===== src/rtl/bcd_disp_pkg.sv =====
// Shared types and constants for the two-digit BCD 7-segment display path.
// Segment patterns are {g,f,e,d,c,b,a}, active-high.
package bcd_disp_pkg;

    typedef enum logic {
        DIG_ONES = 1'b0,
        DIG_TENS = 1'b1
    } digit_e;

    localparam logic [6:0] SEG_0    = 7'h3F;
    localparam logic [6:0] SEG_1    = 7'h06;
    localparam logic [6:0] SEG_2    = 7'h5B;
    localparam logic [6:0] SEG_3    = 7'h4F;
    localparam logic [6:0] SEG_4    = 7'h66;
    localparam logic [6:0] SEG_5    = 7'h6D;
    localparam logic [6:0] SEG_6    = 7'h7D;
    localparam logic [6:0] SEG_7    = 7'h07;
    localparam logic [6:0] SEG_8    = 7'h7F;
    localparam logic [6:0] SEG_9    = 7'h6F;
    localparam logic [6:0] SEG_DASH = 7'h40;
    localparam logic [6:0] SEG_OFF  = 7'h00;

    localparam logic [1:0] AN_OFF  = 2'b00;
    localparam logic [1:0] AN_ONES = 2'b01;
    localparam logic [1:0] AN_TENS = 2'b10;

    function automatic logic is_bcd(input logic [3:0] nibble);
        return nibble <= 4'd9;
    endfunction

endpackage


===== src/rtl/bcd_to_seg7.sv =====
// Combinational BCD digit to 7-segment decoder; non-BCD codes show a dash.
module bcd_to_seg7
    import bcd_disp_pkg::*;
(
    input  logic [3:0] digit,
    output logic [6:0] seg
);

    always_comb begin
        case (digit)
            4'd0:    seg = SEG_0;
            4'd1:    seg = SEG_1;
            4'd2:    seg = SEG_2;
            4'd3:    seg = SEG_3;
            4'd4:    seg = SEG_4;
            4'd5:    seg = SEG_5;
            4'd6:    seg = SEG_6;
            4'd7:    seg = SEG_7;
            4'd8:    seg = SEG_8;
            4'd9:    seg = SEG_9;
            default: seg = SEG_DASH;
        endcase
    end

endmodule


===== src/rtl/bcd2_seg_mux_driver.sv =====
// Two-digit BCD latch and time-multiplexed 7-segment driver with registered outputs.
// Optional macro LEADING_ZERO_BLANK_EN blanks the tens slot while the latched tens digit is 0.
module bcd2_seg_mux_driver
    import bcd_disp_pkg::*;
#(
    parameter int REFRESH_DIV = 8
) (
    input  logic       clk,
    input  logic       rst,
    input  logic       load,
    input  logic [3:0] bcd_tens,
    input  logic [3:0] bcd_ones,
    output logic [6:0] seg,
    output logic [1:0] an,
    output logic       bcd_err
);

    localparam int                CNT_W   = $clog2(REFRESH_DIV);
    localparam logic [CNT_W-1:0] CNT_MAX = CNT_W'(REFRESH_DIV - 1);

    digit_e           state, state_next;
    logic [CNT_W-1:0] cnt, cnt_next;
    logic [3:0]       tens_q, ones_q;
    logic [3:0]       mux_digit;
    logic [6:0]       dec_seg;
    logic             blank;
    logic [6:0]       seg_next;
    logic [1:0]       an_next;
    logic             err_next;

    // NOTE: every sequential block uses non-blocking assignments so all registers
    // sample the same pre-edge values; blocking here would create order-dependent races.
    always_ff @(posedge clk or posedge rst) begin
        if (rst) begin
            state  <= DIG_ONES;
            cnt    <= '0;
            tens_q <= 4'd0;
            ones_q <= 4'd0;
        end else begin
            state <= state_next;
            cnt   <= cnt_next;
            if (load) begin
                tens_q <= bcd_tens;
                ones_q <= bcd_ones;
            end
        end
    end

    // NOTE: each always_comb assigns defaults first so no path leaves a variable
    // unassigned, which would otherwise infer a latch.
    always_comb begin
        cnt_next   = cnt + 1'b1;
        state_next = state;
        if (cnt == CNT_MAX) begin
            cnt_next   = '0;
            state_next = (state == DIG_ONES) ? DIG_TENS : DIG_ONES;
        end
    end

    assign mux_digit = (state == DIG_TENS) ? tens_q : ones_q;

    bcd_to_seg7 u_dec (
        .digit (mux_digit),
        .seg   (dec_seg)
    );

`ifdef LEADING_ZERO_BLANK_EN
    assign blank = (state == DIG_TENS) && (tens_q == 4'd0);
`else
    assign blank = 1'b0;
`endif

    always_comb begin
        seg_next = dec_seg;
        an_next  = (state == DIG_TENS) ? AN_TENS : AN_ONES;
        if (blank) begin
            seg_next = SEG_OFF;
            an_next  = AN_OFF;
        end
        err_next = !is_bcd(tens_q) || !is_bcd(ones_q);
    end

    // Output stage lags state and latched digits by exactly one cycle.
    always_ff @(posedge clk or posedge rst) begin
        if (rst) begin
            seg     <= SEG_OFF;
            an      <= AN_OFF;
            bcd_err <= 1'b0;
        end else begin
            seg     <= seg_next;
            an      <= an_next;
            bcd_err <= err_next;
        end
    end

endmodule

===== config.mk =====
export PLATFORM = sky130hd
export DESIGN_NAME = bcd2_seg_mux_driver
export DESIGN_NICKNAME = d
export VERILOG_FILES = /design/src/rtl/bcd_disp_pkg.sv /design/src/rtl/bcd_to_seg7.sv /design/src/rtl/bcd2_seg_mux_driver.sv
export SDC_FILE = /design/constraint.sdc
export NUM_CORES = 1
export LEC_CHECK = 0
export ABC_AREA = 1
export BUFFER_PORTS_ARGS = -buffer_cell sky130_fd_sc_hd__buf_2
export CORE_MARGIN = 5
export CORE_UTILIZATION = 32
export CTS_BUF_LIST = sky130_fd_sc_hd__clkbuf_4 sky130_fd_sc_hd__clkbuf_8
export DETAILED_ROUTE_END_ITERATION = 10
export GPL_ROUTABILITY_DRIVEN = 0
export SLEW_MARGIN = 10
export SYNTH_ARGS = -nofsm -noshare
export SYNTH_HDL_FRONTEND = slang
export SYNTH_SLANG_ARGS = --single-unit

===== constraint.sdc =====
create_clock -name clk -period 3.15 [get_ports clk]
set_input_delay 0.63 -clock clk [delete_from_list [all_inputs] [get_ports clk]]
set_output_delay 0.63 -clock clk [all_outputs]
set_load 0.01 [all_outputs]

=== Yosys cells after proc, flatten, opt, wreduce, memory -nomap -nowiden ===
Memories as Yosys holds them, arrays and structs flattened. A register that Yosys moved wholly into a read port is not among the register bits.
Index checks and enable logic that the tools add are counted.

* Bits in read-only memories: 112
* Memories: 1
* Output and inout port bits: 10
* Word-level logic and storage cells: 18
* Flip-flop bits (word level): 15

{| class="wikitable"
|+ Memories
! name !! depth !! width !! read ports !! clocked after memory_dff !! wr ports !! line !! text
|-
| (no name shown) || 16 || 7 || 1 || 1 || 0 || bcd_to_seg7.sv:10 || <nowiki>case (digit)</nowiki>
|}

* Add/sub/neg operators: 1
* Reductions and logical operators: 3
* Eq/ne operators: 1
* Mux-type cells: 4
* $lt $le $gt $ge: 2

{| class="wikitable"
|+ Operators with widths
! cell !! count
|-
| $le A4 B4 Y1 const B || 2
|-
| $mux W4 || 1
|-
| $add A3 B1 Y3 const B || 1
|-
| $eq A3 B3 Y1 const B || 1
|-
| $mux W3 || 1
|-
| $logic_not A1 Y1 || 2
|-
| $mux W2 || 1
|-
| $logic_or A1 B1 Y1 || 1
|-
| $mux W1 || 1
|}

=== Depth between registers and ports, before layout ===
Gate-level depths: netlist (run 1).

* Depth in word-level cells: 3
* Gate-level depth with buffers: 10
* Gate-level depth less buffers: 10

=== Cells and area by module ===
Synthesis (run 1) repeated with hierarchy kept, for this count alone.

* Cell total of the unflattened synthesis: 103
* Area total of the unflattened synthesis: 963.4 um2

{| class="wikitable"
|+ By module, submodules not included
! module !! instances !! cells an instance !! area an instance (um2)
|-
| bcd2_seg_mux_driver || 1 || 67 || 770.7
|-
| bcd_to_seg7 || 1 || 36 || 192.7
|}

=== Worst setup path after synthesis (run 1) ===
Ideal clock, no wire load.

* Path type: register to register
* From: register state
* To: register seg[3]
* Setup time: 118 ps
* Arrival time: 1433 ps
* Cell stages (with the launch flop): 8
* Period minus slack after synthesis: 1551 ps
* Data required time: 3032 ps
* Path buffers: 1
* Slack: 1599 ps
* Path through: dfrtp_1 buf_6 o21ai_0 ha_1 nand3_1 nand2_1 nand2_1 nand2_1

* Longest elaborated chain between the ends: 1

{| class="wikitable"
|+ RTL lines
! item !! line !! text
|-
| start, declared || bcd2_seg_mux_driver.sv:21 || <nowiki>digit_e state, state_next;</nowiki>
|-
| start signal, assigned || bcd2_seg_mux_driver.sv:40 || <nowiki>state <= state_next;</nowiki>
|-
| $mux W4 || bcd2_seg_mux_driver.sv:60 || <nowiki>assign mux_digit = (state == DIG_TENS) ? tens_q : ones_q;</nowiki>
|-
| end, declared || bcd2_seg_mux_driver.sv:13 || <nowiki>output logic [6:0] seg,</nowiki>
|}

No other way between the ends.
A chain may end at the register's enable or synchronous reset.

=== Final worst setup path (run 1) ===
Same ends and word-level chain as after synthesis.

==> results of run 1 <==
## cells in the final DEF (no fill, tap or decap), drive strengths merged
cell type	count
nand2	31
mux2	3
buf	20
o21ai	10
inv	14
dfrtp	22
xor2	1
clkbuf	4
nand3	7
nor2	2
ha	8
## stage by stage
| step | utilization [%] | power, mW | area, um^2 | worst slack, ps | cells |
|---|---|---|---|---|---|
| 3_5_place_dp | 37.93 | 0.4253 | 1167 | 1283 | 162 |
| 5_1_grt | 39.11 | 0.6039 | 1204 | 1098 | 166 |
| 6_report | 39.11 | 0.5651 | 1204 | 1295 | 166 |
| 2_1_floorplan | - | 0.3884 | 1028 | 1599 | 100 |
| 3_3_place_gp | 37.93 | 0.4209 | 1167 | 1385 | 162 |
| 4_1_cts | 39.11 | 0.5773 | 1204 | 1257 | 166 |
## critical path: stages, from the launching register on
cell     delay, ps
dfrtp_1        610
o21ai_0        550
ha_1           340
nand3_1        110
nand2_1         60
nand2_1         50
nand2_1         40
## power by group
group | switching, mW | internal [mW] | leakage (nW)
Combinational | 0.0606 | 0.0392 | 0.357
Sequential | 0.00927 | 0.307 | 0.264
Clock | 0.0783 | 0.0705 | 0.0210
Total | 0.148 | 0.417 | 0.642
## cell families after synthesis
logic type	after synthesis	synth area share, %
AND/OR/NAND/NOR	40	18.37
flip-flops	22	53.53
buffers and inverters	16	7.178
AO/OA/AOI/OAI	10	7.056
adder cells (fa/ha/maj)	8	9.733
multiplexers	3	3.284
XOR/XNOR	1	0.8517
## registers in the layout, summed over array words and instances, names as in the netlist
register  flops
seg           7
ones_q        4
tens_q        4
cnt           3
an            2
bcd_err       1
state         1
## layer usage
layer / track usage (%) / up-vias
met4: 1.269 / 0
li1: - / 352
met3: 3.879 / 2
met5: 0 / -
met2: 15.84 / 21
met1: 10.13 / 297
## final cells by class
type,instances,area [um^2]
fill,318,1874
sequential,22,550.5
multi-input combinational,62,404.1
timing repair buffer,20,100.1
inverter,14,57.56
tap,44,55.05
clock buffer,4,36.28
## path summary, 6_finish.rpt
path | to | slack [ps] | cells after the start
setup / recovery | seg[3] | 1300 | 6
hold / removal | cnt[0] | 440 | 1
setup reg to reg | seg[3] | 1300 | 6
hold reg to reg | cnt[0] | 440 | 1
max in group asynchronous | an[1] | 2200 | 2
min in group asynchronous | ones_q[3] | 460 | 2
==> impl_metrics.env, run 1 <==
export IMPL_status="finished, final reports clean"
export IMPL_slew_violations=0
export IMPL_vias_per_cell=4.048
export IMPL_setup_viol=0
export IMPL_ys_types=17
export IMPL_drtPass1Iterations=4
export IMPL_finalNetCount=142
export IMPL_yosysWarningCount=0
export IMPL_power_leakage_nw=0.6418
export IMPL_max_freq_mhz=539.2
export IMPL_setup_tns_ps=0
export IMPL_synthTopCellsByArea="dfrtp_1 54%, ha_1 9.7%, nand2_1 9.5%"
export IMPL_ioPinCount=21
export IMPL_start_util_pct=33.41
export IMPL_vdd_drop_max_mv=0.2751
export IMPL_crit_start="state"
export IMPL_io_buffer_count=20
export IMPL_num_rows=20
export IMPL_num_antenna_cells=0
export IMPL_cp_end_kind="register"
export IMPL_clockBufferDepth=2
export IMPL_synth_fp_nets=119
export IMPL_die_area_um2=4448
export IMPL_wl_met2_um=782
export IMPL_postSynthAreaPerCell_um2=10.28
export IMPL_h_tree_depth=1
export IMPL_drt_initial_drc_count=11
export IMPL_synth_edf_count=0
export IMPL_synth_top_area_cell="dfrtp_1"
export IMPL_grt_total_usage_pct=8.956
export IMPL_ys_async_sr_fraction_pct=100.0
export IMPL_worstPathArrival_ps=2050
export IMPL_period_needed_ps=1855
export IMPL_finalHoldViolCount=0
export IMPL_die_x_um=66.69
export IMPL_ant_nets=0
export IMPL_period_share_pct=58.87
export IMPL_cts_resized_gates=0
export IMPL_clock_sinks=22
export IMPL_r2r_start="state"
export IMPL_synthTopCellsByCount="26 x nand2_1, 22 x dfrtp_1, 11 x inv_1, 8 x ha_1, 8 x o21ai_0"
export IMPL_drive_above_1_share_pct=31.15
export IMPL_hold_start="cnt[0]"
export IMPL_dp_hpwl_um=1374
export IMPL_tightest_slew_ps=796.5
export IMPL_syn_instance_count=100
export IMPL_yosys_register_bits=22
export IMPL_wirelength_um=1647
export IMPL_clk_pin_slew_ps=110
export IMPL_core_area_um2=3078
export IMPL_syn_area_um2=1028
export IMPL_holdWs_ps=436.4
export IMPL_synthDominantCellAreaShare_pct=53.53
export IMPL_ctsRootBufferMaster="clkbuf_4"
export IMPL_hold_class="reg2reg"
export IMPL_critical_path_max_fanout=11
export IMPL_grt_overflow_total=0
export IMPL_cts_buffers=3
export IMPL_grt_pass1_wl_um=3070
export IMPL_drv_cap=0
export IMPL_cts_tree="built"
export IMPL_fin_worst_skew_ps=3.394
export IMPL_remaining_drc_errors=0
export IMPL_post_cts_setup_buffers=0
export IMPL_yosysMostFrequentCell="nand2_1"
export IMPL_crit_type="reg2reg"
export IMPL_ys_seq_area_share_pct=53.53
export IMPL_rsz0062_at_grt="false"
export IMPL_vias=672
export IMPL_die_height_um=66.69
export IMPL_clk_latency_ps=300
export IMPL_max_slew_margin_pct=46.84
export IMPL_grt_pass1_vias=709
export IMPL_top_layer="met4"
export IMPL_synthFlopType="dfrtp_1"
export IMPL_antenna_found_initial=0
export IMPL_crit_required_ps=3350
export IMPL_post_drt_wl_per_cell_um=9.922
export IMPL_startpoint_type="register"
export IMPL_dr_wl_met3_um=125
export IMPL_cts_hold_buf=0
export IMPL_wl_met1_um=730
export IMPL_grt_max_degree=23
export IMPL_power_density_nw_per_um2=469.5
export IMPL_synthToLayoutAreaGrowth_pct=17.03
Power figures use the tool's default switching activity.
==> inputs of run 2 (changes only) <==
--- a/config.mk
+++ b/config.mk
@@ -5,7 +5,7 @@
 export SDC_FILE = /design/constraint.sdc
 export NUM_CORES = 1
 export LEC_CHECK = 0
-export ABC_AREA = 1
+export ABC_AREA = 0
 export BUFFER_PORTS_ARGS = -buffer_cell sky130_fd_sc_hd__buf_2
 export CORE_MARGIN = 5
 export CORE_UTILIZATION = 32
==> constraint.sdc (replaced) <==
create_clock -name clk -period 1.89 [get_ports clk]
set_input_delay 0.378 -clock clk [delete_from_list [all_inputs] [get_ports clk]]
set_output_delay 0.378 -clock clk [all_outputs]
set_load 0.01 [all_outputs]
==> impl_metrics.env, run 2 <==
export IMPL_status="finished, final reports clean"
export IMPL_clockBufferDepth=2
export IMPL_drive_above_1_share_pct=40.00
export IMPL_vdd_drop_max_mv=0.4308
export IMPL_synthFlopType="dfrtp_1"
export IMPL_finalNetCount=115
export IMPL_worstPathArrival_ps=1880
export IMPL_layout_common_cells="22 x dfrtp_1, 20 x buf_2, 10 x mux2_2"
export IMPL_grt_pass1_wl_um=2808
export IMPL_largest_register_ffs=7
export IMPL_yosys_register_bits=22
export IMPL_largest_register="seg"
export IMPL_antenna_found_initial=0
export IMPL_remaining_drc_errors=0
export IMPL_drv_cap=0
export IMPL_synthToLayoutAreaGrowth_pct=19.80
export IMPL_syn_instance_count=71
export IMPL_synth_fp_nets=90
export IMPL_synthTopCellsByCount="22 x dfrtp_1, 10 x mux2_2, 8 x ha_1, 5 x inv_1"
export IMPL_grt_overflow_total=0
export IMPL_synth_top_area_cell="dfrtp_1"
export IMPL_instances_no_fill=128
export IMPL_cp_end_kind="register"
export IMPL_grt_pass1_vias=626
export IMPL_post_cts_setup_buffers=0
export IMPL_startpoint_type="register"
export IMPL_ant_nets=0
export IMPL_synthTopCellsByArea="dfrtp_1 56%, mux2_2 11%, ha_1 10%"
export IMPL_nFillCells=307
export IMPL_cts_buffers=3
export IMPL_finalHoldViolCount=0
export IMPL_syn_area_um2=979.7
export IMPL_crit_required_ps=2140
export IMPL_setup_viol=0
export IMPL_power_density_nw_per_um2=900.9
export IMPL_ys_types=20
export IMPL_clk_pin_slew_ps=120
export IMPL_ctsRootBufferMaster="clkbuf_4"
export IMPL_ioPinCount=21
export IMPL_h_tree_depth=1
export IMPL_largestRegisters="seg: 7 flops, ones_q: 4 flops, tens_q: 4 flops"
export IMPL_max_slew_margin_pct=68.51
export IMPL_crit_type="reg2reg"
export IMPL_setup_tns_ps=0
export IMPL_synthDominantCellAreaShare_pct=56.19
export IMPL_total_power_mw=1.057
export IMPL_ys_async_sr_fraction_pct=100.0
export IMPL_max_freq_mhz=613.2
export IMPL_io_buffer_count=20
export IMPL_post_drt_wl_per_cell_um=12.22
export IMPL_clk_latency_ps=300
export IMPL_critical_path_max_fanout=5
export IMPL_power_leakage_nw=0.5690
export IMPL_vias=584
export IMPL_clock_sinks=22
export IMPL_hold_class="in2async"
export IMPL_drtPass1Iterations=2
export IMPL_fin_worst_skew_ps=2.373
export IMPL_period_share_pct=86.29
export IMPL_cts_tree="built"
export IMPL_rsz0062_at_grt="false"
export IMPL_grt_total_usage_pct=8.623
export IMPL_dp_cells=124
export IMPL_num_rows=20
export IMPL_die_height_um=65.33
export IMPL_core_area_um2=3003
export IMPL_cts_hold_buf=0
export IMPL_die_x_um=65.33
export IMPL_start_util_pct=32.63
export IMPL_grt_max_degree=23
export IMPL_dp_hpwl_um=1240
export IMPL_mostFrequentLayoutCell="dfrtp_1"
export IMPL_yosysMostFrequentCell="dfrtp_1"
export IMPL_slew_violations=0
export IMPL_vias_per_cell=4.563
export IMPL_cts_resized_gates=0
export IMPL_period_needed_ps=1631
export IMPL_wirelength_um=1564
export IMPL_yosysWarningCount=0
export IMPL_ys_seq_area_share_pct=56.19
export IMPL_tightest_slew_ps=459.3
export IMPL_num_antenna_cells=0
export IMPL_synth_edf_count=0
export IMPL_drt_initial_drc_count=13
export IMPL_die_area_um2=4268
export IMPL_postSynthAreaPerCell_um2=13.80
==> run 2: cell types whose count changed after synthesis, sizes merged, moves of 2 or more <==
| cell | change |
|---|---|
| nand3 | -6 |
| o22ai | +2 |
| inv | -9 |
| mux2 | +7 |
| mux2i | +6 |
| nand2 | -27 |
| o21ai | -6 |
==> run 2: worst paths after layout <==
| kind | slack (ps) | from | cells past startpoint | to |
|---|---|---|---|---|
| min | 80 | rst | 3 | tens_q[3] |
| max reg2reg | 260 | state | 5 | seg[6] |
| min reg2reg | 460 | cnt[0] | 1 | cnt[0] |
| max in group asynchronous | 1590 | rst | 3 | seg[5] |
| max | 260 | state | 5 | seg[6] |
| min in group clk | 300 | bcd_tens[1] | 2 | tens_q[1] |
==> run 2: routing by layer <==
metal	part of all wire, %	vias to the layer above	GRT usage [%]
li1	-	289	-
met1	44	278	9.719
met2	48	15	14.54
met3	6.2	2	3.590
met4	1.7	0	3.109
met5	0	-	0
==> run 2: layout make-up <==
type | count | area (um^2) | area share (%)
Clock buffer | 3 | 22.52 | 1.919
Clock inverter | 1 | 30.03 | 2.559
Multi-Input combinational cell | 42 | 395.4 | 33.69
Sequential cell | 22 | 550.5 | 46.91
Timing Repair Buffer | 22 | 115.1 | 9.808
Inverter | 5 | 18.77 | 1.599
Tap cell | 33 | 41.29 | 3.518
==> run 2: report_power, final <==
| group | total (mW) | internal, mW | switching (mW) | leakage, nW |
|---|---|---|---|---|
| registers | 0.537 | 0.514 | 0.0224 | 0.261 |
| clock network | 0.354 | 0.214 | 0.139 | 0.0279 |
| logic | 0.167 | 0.0795 | 0.0875 | 0.280 |
==> run 2: per-stage QoR <==
| step | util (%) | area (um^2) | hold slack, ps | worst slack, ps |
|---|---|---|---|---|
| final | 39.08 | 1174 | 76.19 | 259.1 |
| after global routing | 39.08 | 1174 | 77.89 | 114.4 |
| after CTS | 39.08 | 1174 | 76.65 | 243.1 |
| after detailed placement | 37.33 | 1121 | 425.3 | 266.5 |
| after global placement | 37.33 | 1121 | 418.3 | 374.2 |
| after floorplan | - | 979.7 | 367.2 | 397.3 |
==> run 2: kinds of logic after synthesis <==
group / synth area share [%]
xor gates and xnor gates: 0.8942
buffers and inverters: 3.448
and+or+nand+nor: 3.703
adders and majority gates: 10.22
DFF: 56.19
AOI/OAI and AO/OA: 5.363
muxes: 20.18
==> run 2: critical path: stages, from the launching register on <==
cell and delay (ps):
dfrtp_1 460, mux2i_1 460, inv_1 120, ha_1 220, mux2_2 260, nand2_1 60
==> inputs of run 3 (changes only) <==
--- a/config.mk
+++ b/config.mk
@@ -15,4 +15,5 @@
 export SLEW_MARGIN = 10
 export SYNTH_ARGS = -nofsm -noshare
 export SYNTH_HDL_FRONTEND = slang
+export SYNTH_HIERARCHICAL = 1
 export SYNTH_SLANG_ARGS = --single-unit
==> impl_metrics.env, run 3 <==
export IMPL_status="finished, final reports clean"
export IMPL_grt_max_degree=23
export IMPL_synthTopCellsByCount="22 x dfrtp_1, 12 x mux2_4, 8 x ha_1, 7 x inv_1"
export IMPL_fin_area_um2=1216
export IMPL_synthTopCellsByArea="dfrtp_1 53%, mux2_4 17%, ha_1 9.6%"
export IMPL_ys_seq_area_share_pct=52.63
export IMPL_r2r_start="state"
export IMPL_vdd_drop_max_mv=0.3870
export IMPL_setup_tns_ps=0
export IMPL_power_leakage_nw=0.6153
export IMPL_syn_area_um2=1046
export IMPL_setup_viol=0
export IMPL_synth_compound_area_share_pct=7.177
export IMPL_clk_pin_slew_ps=120
export IMPL_synth_fp_nets=94
export IMPL_critical_path_max_fanout=8
export IMPL_ant_nets=0
export IMPL_startpoint_type="register"
export IMPL_crit_start="state"
export IMPL_nFillCells=317
export IMPL_wirelength_um=1617
export IMPL_antenna_found_initial=0
export IMPL_vias_per_cell=4.271
export IMPL_synthFlopType="dfrtp_1"
export IMPL_num_antenna_cells=0
export IMPL_synth_top_area_cell="dfrtp_1"
export IMPL_yosys_mux_area_fraction_pct=18.30
export IMPL_grt_pass1_wl_um=2780
export IMPL_largest_register_ffs=7
export IMPL_drt_initial_drc_count=20
export IMPL_synth_edf_count=0
export IMPL_crit_type="reg2reg"
export IMPL_post_cts_setup_buffers=0
export IMPL_hold_class="in2async"
export IMPL_synth_fa_ha_area_share_pct=9.569
export IMPL_worstPathArrival_ps=1770
export IMPL_grt_pass1_vias=654
export IMPL_clock_sinks=22
export IMPL_vias=598
export IMPL_num_rows=20
export IMPL_die_height_um=67.18
export IMPL_drv_cap=0
export IMPL_critPathSlowestCell="dfrtp_1"
export IMPL_die_area_um2=4512
export IMPL_max_stage_delay_ps=540
export IMPL_fin_util_pct=39.19
export IMPL_grt_overflow_total=0
export IMPL_start_util_pct=33.71
export IMPL_layout_common_cells="22 x dfrtp_1, 20 x buf_2, 12 x mux2_4"
export IMPL_worst_slack_ps=327.4
export IMPL_largestRegisters="seg: 7 flops, ones_q: 4 flops, tens_q: 4 flops"
export IMPL_clk_latency_ps=310
export IMPL_postSynthAreaPerCell_um2=13.95
export IMPL_fin_worst_skew_ps=4.063
export IMPL_ys_types=17
export IMPL_max_freq_mhz=640.0
export IMPL_yosysMostFrequentCell="dfrtp_1"
export IMPL_crit_required_ps=2090
export IMPL_power_density_nw_per_um2=886.4
export IMPL_synthToLayoutAreaGrowth_pct=16.27
export IMPL_yosysWarningCount=6
export IMPL_cts_tree="built"
export IMPL_die_x_um=67.18
export IMPL_cp_end_kind="register"
export IMPL_io_buffer_count=20
export IMPL_crit_chain="mux2_4 > inv_1 > ha_1 > nor2b_1 > o31a_1"
export IMPL_cts_buffers=3
export IMPL_largest_register="seg"
export IMPL_drtPass1Iterations=2
export IMPL_synthSimpleGateAreaFrac_pct=4.665
export IMPL_synth_top_family_by_area="multiplexers"
export IMPL_dp_hpwl_um=1254
export IMPL_finalNetCount=116
export IMPL_synthDominantCellAreaShare_pct=52.63
export IMPL_placed_cell_area_um2=1164
export IMPL_tightest_slew_ps=299.6
export IMPL_dp_worst_setup_slack_ps=342.0
export IMPL_cts_hold_buf=0
export IMPL_finalHoldViolCount=0
export IMPL_drive_above_1_share_pct=41.67
export IMPL_ys_async_sr_fraction_pct=100.0
export IMPL_slew_violations=0
export IMPL_clockBufferDepth=2
export IMPL_h_tree_depth=1
export IMPL_core_area_um2=3103
export IMPL_remaining_drc_errors=0
export IMPL_max_slew_margin_pct=80.03
export IMPL_mostFrequentLayoutCell="dfrtp_1"
export IMPL_ctsRootBufferMaster="clkbuf_4"
export IMPL_ioPinCount=21
export IMPL_yosys_register_bits=22
export IMPL_post_drt_wl_per_cell_um=11.55
export IMPL_period_needed_ps=1563
export IMPL_period_share_pct=82.68
export IMPL_synthXorXnorAreaFrac_pct=0.8373
export IMPL_grt_total_usage_pct=8.354
export IMPL_syn_instance_count=75
export IMPL_rsz0062_at_grt="false"
export IMPL_cts_resized_gates=0
-- run 3: layer usage --
metal  track usage (%)  wire length, um  vias to the layer above
li1                  -                -                      293
met1             9.081              680                      283
met2             13.99              791                       18
met3             1.997              103                        4
met4             6.329               42                        0
met5                 0                0                        -
-- run 3: final timing paths --
path	to	slack (ps)	cells after the start
hold reg to reg	cnt[0]	440	1
setup / recovery	seg[5]	330	5
min in group clk	ones_q[2]	290	2
setup reg to reg	seg[5]	330	5
hold / removal	seg[3]	70	3
max in group asynchronous	tens_q[1]	1600	3
-- run 3: cells by family after synthesis --
kind of cell,count (synthesis)
XOR/XNOR,1
multiplexers,13
adder cells (fa/ha/maj),8
flip-flops,22
AND/OR/NAND/NOR,9
buffers and inverters,11
AO/OA/AOI/OAI,11
-- run 3: layout make-up --
type | count | area [um^2] | share of cell area, %
inverter | 7 | 26.28 | 2.160
multi-input combinational | 42 | 424.2 | 34.88
tap | 44 | 55.05 | 4.527
clock inverter | 1 | 30.03 | 2.469
sequential | 22 | 550.5 | 45.27
clock buffer | 3 | 22.52 | 1.852
timing repair buffer | 21 | 107.6 | 8.848
-- run 3: stage by stage --
stage / power [mW] / hold slack [ps] / instances
6_report: 1.078 / 72.67 / 140
5_1_grt: 1.141 / 91.16 / 140
2_1_floorplan: 0.6843 / 367.2 / 75
4_1_cts: 1.098 / 66.17 / 140
3_3_place_gp: 0.7308 / 415.1 / 136
3_5_place_dp: 0.7369 / 422.8 / 136
-- run 3: power by group --
part | internal [mW] | switching, mW | leakage, nW
clock network | 0.214 | 0.140 | 0.0279
logic | 0.0981 | 0.0918 | 0.327
registers | 0.514 | 0.0195 | 0.261
total | 0.827 | 0.251 | 0.615
-- run 3: worst max-delay path, delay by kind of cell (launching register included) --
| family | cells | cell delay (ps) |
|---|---|---|
| flip-flops | 1 | 540 |
| multiplexers | 1 | 270 |
| AO/OA/AOI/OAI | 1 | 240 |
| adder cells (fa/ha/maj) | 1 | 190 |
| AND/OR/NAND/NOR | 1 | 130 |
| buffers and inverters | 1 | 90 |
